--- src/rtl/freq_synth.sv ---
// Programmable square-wave source: 4-digit BCD setpoint (optionally x10) drives a
// phase accumulator that toggles `signal` at exactly twice the requested frequency.
module freq_synth #(
  parameter int unsigned CLK_HZ = 100_000_000,
  parameter int unsigned ACC_W  = 28
) (
  input  logic        clk,
  input  logic        reset_n,
  input  logic [15:0] bcd_in,
  input  logic        range,
  input  logic        load,
  output logic        ready,
  output logic        err,
  output logic [19:0] freq_hz,
  output logic        signal
);

  typedef enum logic [1:0] {StIdle, StConv, StRun} state_e;

  localparam logic [ACC_W:0]   ModWide = (ACC_W+1)'(CLK_HZ);
  localparam logic [ACC_W-1:0] ModAcc  = ACC_W'(CLK_HZ);

  state_e           state_q, state_d;
  logic [1:0]       cnt_q, cnt_d;
  logic [13:0]      bin_q, bin_d;
  logic [15:0]      bcd_q, bcd_d;
  logic             range_q, range_d;
  logic             err_q, err_d;
  logic [19:0]      freq_q, freq_d;
  logic [ACC_W-1:0] acc_q, acc_d;
  logic             sig_q, sig_d;

  logic             bcd_ok;
  logic [3:0]       digit;
  logic [13:0]      bin_next;
  logic [19:0]      bin_final;
  logic [20:0]      dbl;
  logic [ACC_W-1:0] step;
  logic [ACC_W:0]   sum;

  always_comb begin
    bcd_ok = 1'b1;
    for (int i = 0; i < 4; i++) begin
      if (bcd_in[4*i +: 4] > 4'd9) bcd_ok = 1'b0;
    end
  end

  // Most significant digit is consumed first.
  always_comb begin
    unique case (cnt_q)
      2'd0:    digit = bcd_q[15:12];
      2'd1:    digit = bcd_q[11:8];
      2'd2:    digit = bcd_q[7:4];
      default: digit = bcd_q[3:0];
    endcase
  end

  assign bin_next  = bin_q * 14'd10 + {10'd0, digit};
  assign bin_final = {6'd0, bin_next};

  // Step saturates at the modulus, which makes the output toggle every clock.
  always_comb begin
    dbl = {freq_q, 1'b0};
    if ({11'd0, dbl} > CLK_HZ) step = ModAcc;
    else                       step = ACC_W'(dbl);
    sum = {1'b0, acc_q} + {1'b0, step};
  end

  // Accumulator runs in every state; a zero step (IDLE) can never wrap since acc < CLK_HZ.
  always_comb begin
    if (sum >= ModWide) begin
      acc_d = acc_q + step - ModAcc;
      sig_d = ~sig_q;
    end else begin
      acc_d = sum[ACC_W-1:0];
      sig_d = sig_q;
    end
  end

  always_comb begin
    state_d = state_q;
    cnt_d   = cnt_q;
    bin_d   = bin_q;
    bcd_d   = bcd_q;
    range_d = range_q;
    err_d   = err_q;
    freq_d  = freq_q;
    unique case (state_q)
      StIdle, StRun: begin
        if (load) begin
          if (bcd_ok) begin
            err_d   = 1'b0;
            bcd_d   = bcd_in;
            range_d = range;
            bin_d   = '0;
            cnt_d   = '0;
            state_d = StConv;
          end else begin
            err_d = 1'b1;
          end
        end
      end
      StConv: begin
        bin_d = bin_next;
        cnt_d = cnt_q + 2'd1;
        if (cnt_q == 2'd3) begin
          freq_d  = range_q ? bin_final * 20'd10 : bin_final;
          state_d = (bin_next == 14'd0) ? StIdle : StRun;
        end
      end
      default: state_d = StIdle;
    endcase
  end

  always_ff @(posedge clk or negedge reset_n) begin
    if (!reset_n) begin
      state_q <= StIdle;
      cnt_q   <= '0;
      bin_q   <= '0;
      bcd_q   <= '0;
      range_q <= 1'b0;
      err_q   <= 1'b0;
      freq_q  <= '0;
      acc_q   <= '0;
      sig_q   <= 1'b0;
    end else begin
      state_q <= state_d;
      cnt_q   <= cnt_d;
      bin_q   <= bin_d;
      bcd_q   <= bcd_d;
      range_q <= range_d;
      err_q   <= err_d;
      freq_q  <= freq_d;
      acc_q   <= acc_d;
      sig_q   <= sig_d;
    end
  end

  assign ready   = (state_q != StConv);
  assign err     = err_q;
  assign freq_hz = freq_q;
  assign signal  = sig_q;

endmodule
--- config.mk ---
export PLATFORM = sky130hd
export DESIGN_NAME = freq_synth
export DESIGN_NICKNAME = d
export VERILOG_FILES = /design/src/rtl/freq_synth.sv
export SDC_FILE = /design/constraint.sdc
export NUM_CORES = 1
export LEC_CHECK = 0
export BUFFER_PORTS_ARGS = -buffer_cell sky130_fd_sc_hd__buf_2
export CAP_MARGIN = 20
export CORE_ASPECT_RATIO = 1.75
export CORE_MARGIN = 2
export CORE_UTILIZATION = 45
export DETAILED_ROUTE_END_ITERATION = 7
export MAX_ROUTING_LAYER = met4
export PLACE_DENSITY = 0.69
export REMOVE_ABC_BUFFERS = 1
export SLEW_MARGIN = 5
export SYNTH_ARGS = -nofsm -noshare
export SYNTH_HDL_FRONTEND = slang
export SYNTH_SLANG_ARGS = --single-unit
--- constraint.sdc ---
create_clock -name clk -period 9.4 [get_ports clk]
set_input_delay 0 -clock clk [delete_from_list [all_inputs] [get_ports clk]]
set_output_delay 0 -clock clk [all_outputs]
set_load 0.02 [all_outputs]
Word level (Yosys, flattened, before mapping)
Index checks and enable logic that the tools add are counted.
{"block": "totals", "register_bits": 85, "inputBits": 20, "out_inout_bits": 23, "elab_cells": 60}
{"block": "op_classes", "addsub": 5, "multipliers": 2, "magnitude_cmp": 5, "eq_ne": 9, "n_mux": 19, "bitwise": 1, "n_reduce_logical": 10}
{"op": "$add A28 B21 Y29", "count": 1}
{"op": "$ge A29 B27 Y1 const B", "count": 1}
{"op": "$add A28 B21 Y28", "count": 1}
{"op": "$mux W14", "count": 2}
{"op": "$mux W28", "count": 1}
{"op": "$pmux W14 S2", "count": 1}
{"op": "$sub A28 B27 Y28 const B", "count": 1}
{"op": "$mux W18", "count": 1}
{"op": "$mul A14 B3 Y17 const B", "count": 1}
{"op": "$gt A4 B4 Y1 const B", "count": 4}
{"op": "$add A14 B4 Y14", "count": 1}
{"op": "$logic_not A14 Y1", "count": 1}
{"op": "$mul A14 B3 Y13 const B", "count": 1}
{"op": "$mux W2", "count": 6}
{"op": "$pmux W4 S3", "count": 1}
{"op": "$reduce_and A3 Y1", "count": 3}
{"op": "$pmux W2 S2", "count": 2}
{"op": "$eq A2 B2 Y1 const B", "count": 3}
{"op": "$ne A2 B2 Y1 const B", "count": 3}
{"op": "$mux W1", "count": 5}
{"op": "$eq A2 B1 Y1 const B", "count": 2}
{"op": "$logic_not A2 Y1", "count": 2}
{"op": "$reduce_and A2 Y1", "count": 2}
{"op": "$add A2 B1 Y2 const B", "count": 1}
{"op": "other kinds (4)", "count": 4}

Longest topological paths before layout
{"block": "logic_depth", "depth_word": 8, "depth_mapped": 24, "ltp_nobuf": 24}

Worst setup path after synthesis
Ideal clock, no wire load.
{"block": "synth_path", "kind": "register to register", "from": "register cnt_q[0]", "to": "register freq_q[15], in the netlist freq_hz[15]", "setup_time_ps": 83, "arrival_ps": 4462, "t_required_ps": 9317, "path_slack_ps": 4856, "path_stages_with_launch": 22, "path_buffers": 1, "synth_period_minus_slack_ps": 4544, "cell_sequence": "dfrtp_1 > ha_1 > clkbuf_1 > mux2_2 > ha_1 > a21o_1 > a21oi_1 > xor2_1 > inv_1 > ha_1 > ha_1 > a21o_1 > a21oi_1 > o21ai_0 > a21oi_1 > nand2b_1 > a21boi_0 > o31a_1 > o41ai_1 > xnor2_1 > nand2_1 > o21ai_0"}
{"block": "synth_via", "elab_chain_cells": 5, "elab_cells_between_ends": 9, "classes_between": "1 x add/sub; 1 x mul; 3 x eq/ne; 2 x mux; 2 x reduce/logical"}
{"item": "start: declaration", "line_no": "24", "source": "logic [1:0] cnt_q, cnt_d;"}
{"item": "start signal: assignment", "line_no": "128", "source": "cnt_q <= cnt_d;"}
{"item": "$eq A2 B2 Y1, or another cell as far along", "line_no": "50", "source": "unique case (cnt_q)"}
{"item": "$pmux W4 S3", "line_no": "50"}
{"item": "$add A14 B4 Y14", "line_no": "58", "source": "assign bin_next = bin_q * 14'd10 + {10'd0, digit};"}
{"item": "$mul A14 B3 Y17", "line_no": "107", "source": "freq_d = range_q ? bin_final * 20'd10 : bin_final;"}
{"item": "$mux W18", "line_no": "107"}
{"item": "end signal: assignment", "line_no": "133", "source": "freq_q <= freq_d;"}
{"item": "end: declaration", "line_no": "29", "source": "logic [19:0] freq_q, freq_d;"}
Parallel ways exist; a longest one is shown, timed or not.
A chain may end at the register's enable or synchronous reset.

Worst setup path after layout
Ends and elaborated chain as after synthesis.

==> results.cfg <==
[cells_and_area]
design_area_um2 = 8117
diodes = 0
nFillCells = 1477
finalNetCount = 997
fin_cells = 1063
post-route-util_pct = 51.37
synthToLayoutAreaGrowth_pct = 12.10
layout-drive-gt1-share_pct = 10.53

[die]
die-area_um2 = 17160
initial_core_util_pct = 45.83
die_h_um = 171.8
core_um2 = 15800
io_pins = 43
fp.dieW_um = 99.89
rows = 61

[worst_setup_path]
r2r_start = cnt_q[0]
endpoint_kind = flip-flop
worstSetupStartpoint = cnt_q[0]
cp_slowest_stage_delay_ns = 0.44
cp_data_required_time_ns = 9.66
arrival_ns = 5.35
cp_common_cell = ha_1
cp_cell_sequence = inv_1 > ha_1 > a22oi_1 > nand2_1 > mux2_2 > ha_1 > a21o_1 > a21oi_1 > xor2_1 > inv_1 > ha_1 > ha_1 > a21o_1 > a21oi_1 > o21ai_0 > a21oi_1 > nand2b_1 > a21boi_0 > o31a_1 > o41ai_1 > xnor2_1 > nand2_1 > o21ai_0
cp_slowest_cell = o41ai_1
r2r_slack_ns = 4.30
cp-start-kind = flip-flop
crit_type = flip-flop to flip-flop
critical_path.max_fanout = 4

[timing]
clock_skew_ns = 0.01030
period_share_pct = 54.23
finalHoldViolations = 0
finalMaxSlewViolations = 0
tightest_slew_ns = 0.8742
fmax_mhz = 196.2
rsz0062_at_grt = false
setup_tns_ns = 0
period_needed_ns = 5.097
relSlewSlack_pct = 41.72
finalSetupViolations = 0

[synth]
ys_seq_area_share_pct = 27.99
synth_seq_cells = 81
synth_edf_count = 0
synthCells = 819
yosys_most_used_dff = dfrtp_1
synthDistinctLibCells = 73
syn_area_per_cell_um2 = 8.841
syn_area_um2 = 7241
yosysWarnings = 0
async_flop_share_pct = 100.0

[global_route]
antenna_found_initial = 0
grt_max_degree = 43
grt_pass1_wl_mm = 28.39
grt_overflow_total = 0
grt_pass1_vias = 6113
track_usage_pct = 21.43

[cts]
cts_resized = 0
clock_latency_ns = 0.34
cts_tree = built
numClockSinks = 81
clockBufferDepth = 2
htreeDepth = 3
clkTransAtPathRegs_ns = 0.06
cts_buffers = 9
root_buffer = clkbuf_16

[detailed_routing]
totalWireLength_mm = 17.10
routed-via-count = 5962
avgRoutedWirePerCell_um = 16.08
drtIter0Drc = 199
ant_nets = 0
dr.pass1.iters = 5
viasPerCell = 5.609
drc = 0

[run]
maxCapViolCount = 0

[placed_design]
port_buffers = 40
placed_area_um2 = 7589
place_inst = 1028
dpl.hpwl_mm = 13.54
gp_congestion = 0.8989

[worst_hold_path]
min_path_type = primary input to async pin

[run_status]
outcome = completed
[through the flow]
step | setup slack, ns | hold slack, ns
final | 4.303 | 0.1890
after global routing | 3.780 | 0.2469
after CTS | 4.364 | 0.2016
after detailed placement | 4.422 | 0.02645
after global placement | 4.510 | 0.02392
after floorplan | 4.834 | -0.2956
[cell usage after synthesis, types with 5 or more instances]
cell type,count,area (um2)
ha_1,93,1164
inv_1,91,341.6
dfrtp_1,81,2027
nand2_1,69,259.0
xnor2_1,56,490.5
a21oi_1,52,260.3
nor2_1,46,172.7
o21ai_0,39,195.2
nand3_1,20,100.1
nor3_1,19,95.09
xor2_1,18,157.7
mux2_2,17,191.4
fa_1,15,300.3
clkbuf_1,14,52.55
a21o_1,10,75.07
o21a_1,10,75.07
o21bai_1,10,75.07
o22ai_1,9,56.30
a211oi_1,8,60.06
a31oi_1,7,43.79
mux2i_1,7,70.07
nand4_1,7,43.79
nor2b_1,7,43.79
o21ai_1,7,35.03
nand2b_1,6,37.54
o31ai_1,6,45.04
a21boi_0,5,37.54
and3_1,5,31.28
buf_2,5,25.02
nor4_1,5,31.28
o211ai_1,5,37.54
or3_1,5,31.28
[flip-flops by register name, summed over array words and instances (netlist names)]
name,count
acc_q,27
bcd_q,16
bin_q,13
cnt_q,2
err,1
freq_hz,18
range_q,1
signal,1
state_q,2
[path summary, 6_finish.rpt]
check	to	cells after the start
max in group asynchronous	acc_q[25]	3
max	freq_hz[15]	23
min	bcd_q[12]	2
min reg2reg	acc_q[1]	1
min in group clk	bcd_q[4]	3
max reg2reg	freq_hz[15]	23
[layout make-up]
class | instances | area (um2) | area share (%)
Multi-Input combinational cell | 623 | 4751 | 58.53
Sequential cell | 81 | 2027 | 24.97
Timing Repair Buffer | 63 | 422.9 | 5.210
Inverter | 91 | 341.6 | 4.208
Clock buffer | 11 | 252.7 | 3.114
Tap cell | 189 | 236.5 | 2.914
Clock inverter | 5 | 85.08 | 1.048
[cells by family after synthesis]
family / synth area share [%]
simple gates: 13.60
compound gates: 18.59
buf+inv: 6.514
fa+ha+maj: 20.22
flops: 27.99
xor+xnor: 8.951
mux: 4.078
other cells: 0.05179
[worst max-delay path, delay by kind of cell (launching register included)]
family | cells | cell delay, ns
xor gates and xnor gates | 2 | 0.46
and+or+nand+nor | 3 | 0.27
adders and majority gates | 4 | 1.15
DFF | 1 | 0.38
AOI/OAI and AO/OA | 11 | 2.27
buffers and inverters | 2 | 0.20
muxes | 1 | 0.27
[layer usage]
layer,wire (um),GRT usage (%),vias up
li1,-,-,2976
met5,0,-,-
met1,6423,21.02,2830
met2,9487,41.04,110
met3,468,2.316,46
met4,718,10.66,0
[timing repair]
item,CTS,global route
buffers inserted,0,0
endpoints found under the hold margin,59,0
endpoints found under the setup margin,0,0
hold buffers,19,0
[placed cells by master (no fill, tap or decap), types with 3 or more instances in the layout]
cell,Yosys,routed
a211oi_1,8,8
a21boi_0,5,5
a21o_1,10,10
a21oi_1,52,52
a31oi_1,7,7
and3_1,5,5
buf_2,5,39
buf_4,2,5
clkbuf_16,0,9
dfrtp_1,81,81
dlygate4sd3_1,0,19
fa_1,15,15
ha_1,93,93
inv_1,91,91
mux2_1,3,3
mux2_2,17,17
mux2i_1,7,7
nand2_1,69,69
nand2b_1,6,6
nand3_1,20,20
nand4_1,7,7
nor2_1,46,46
nor2b_1,7,7
nor3_1,19,18
nor3b_1,3,3
nor4_1,5,5
o2111ai_1,4,4
o211ai_1,5,5
o21a_1,10,10
o21ai_0,39,39
o21ai_1,7,7
o21bai_1,10,10
o22ai_1,9,9
o31a_1,3,3
o31ai_1,6,6
o41ai_1,4,4
or2_2,3,3
or3_1,5,5
xnor2_1,56,56
xor2_1,18,18
Power is not shown: default switching activity piles up to over one toggle a cycle in this logic, so the estimate is an artifact.
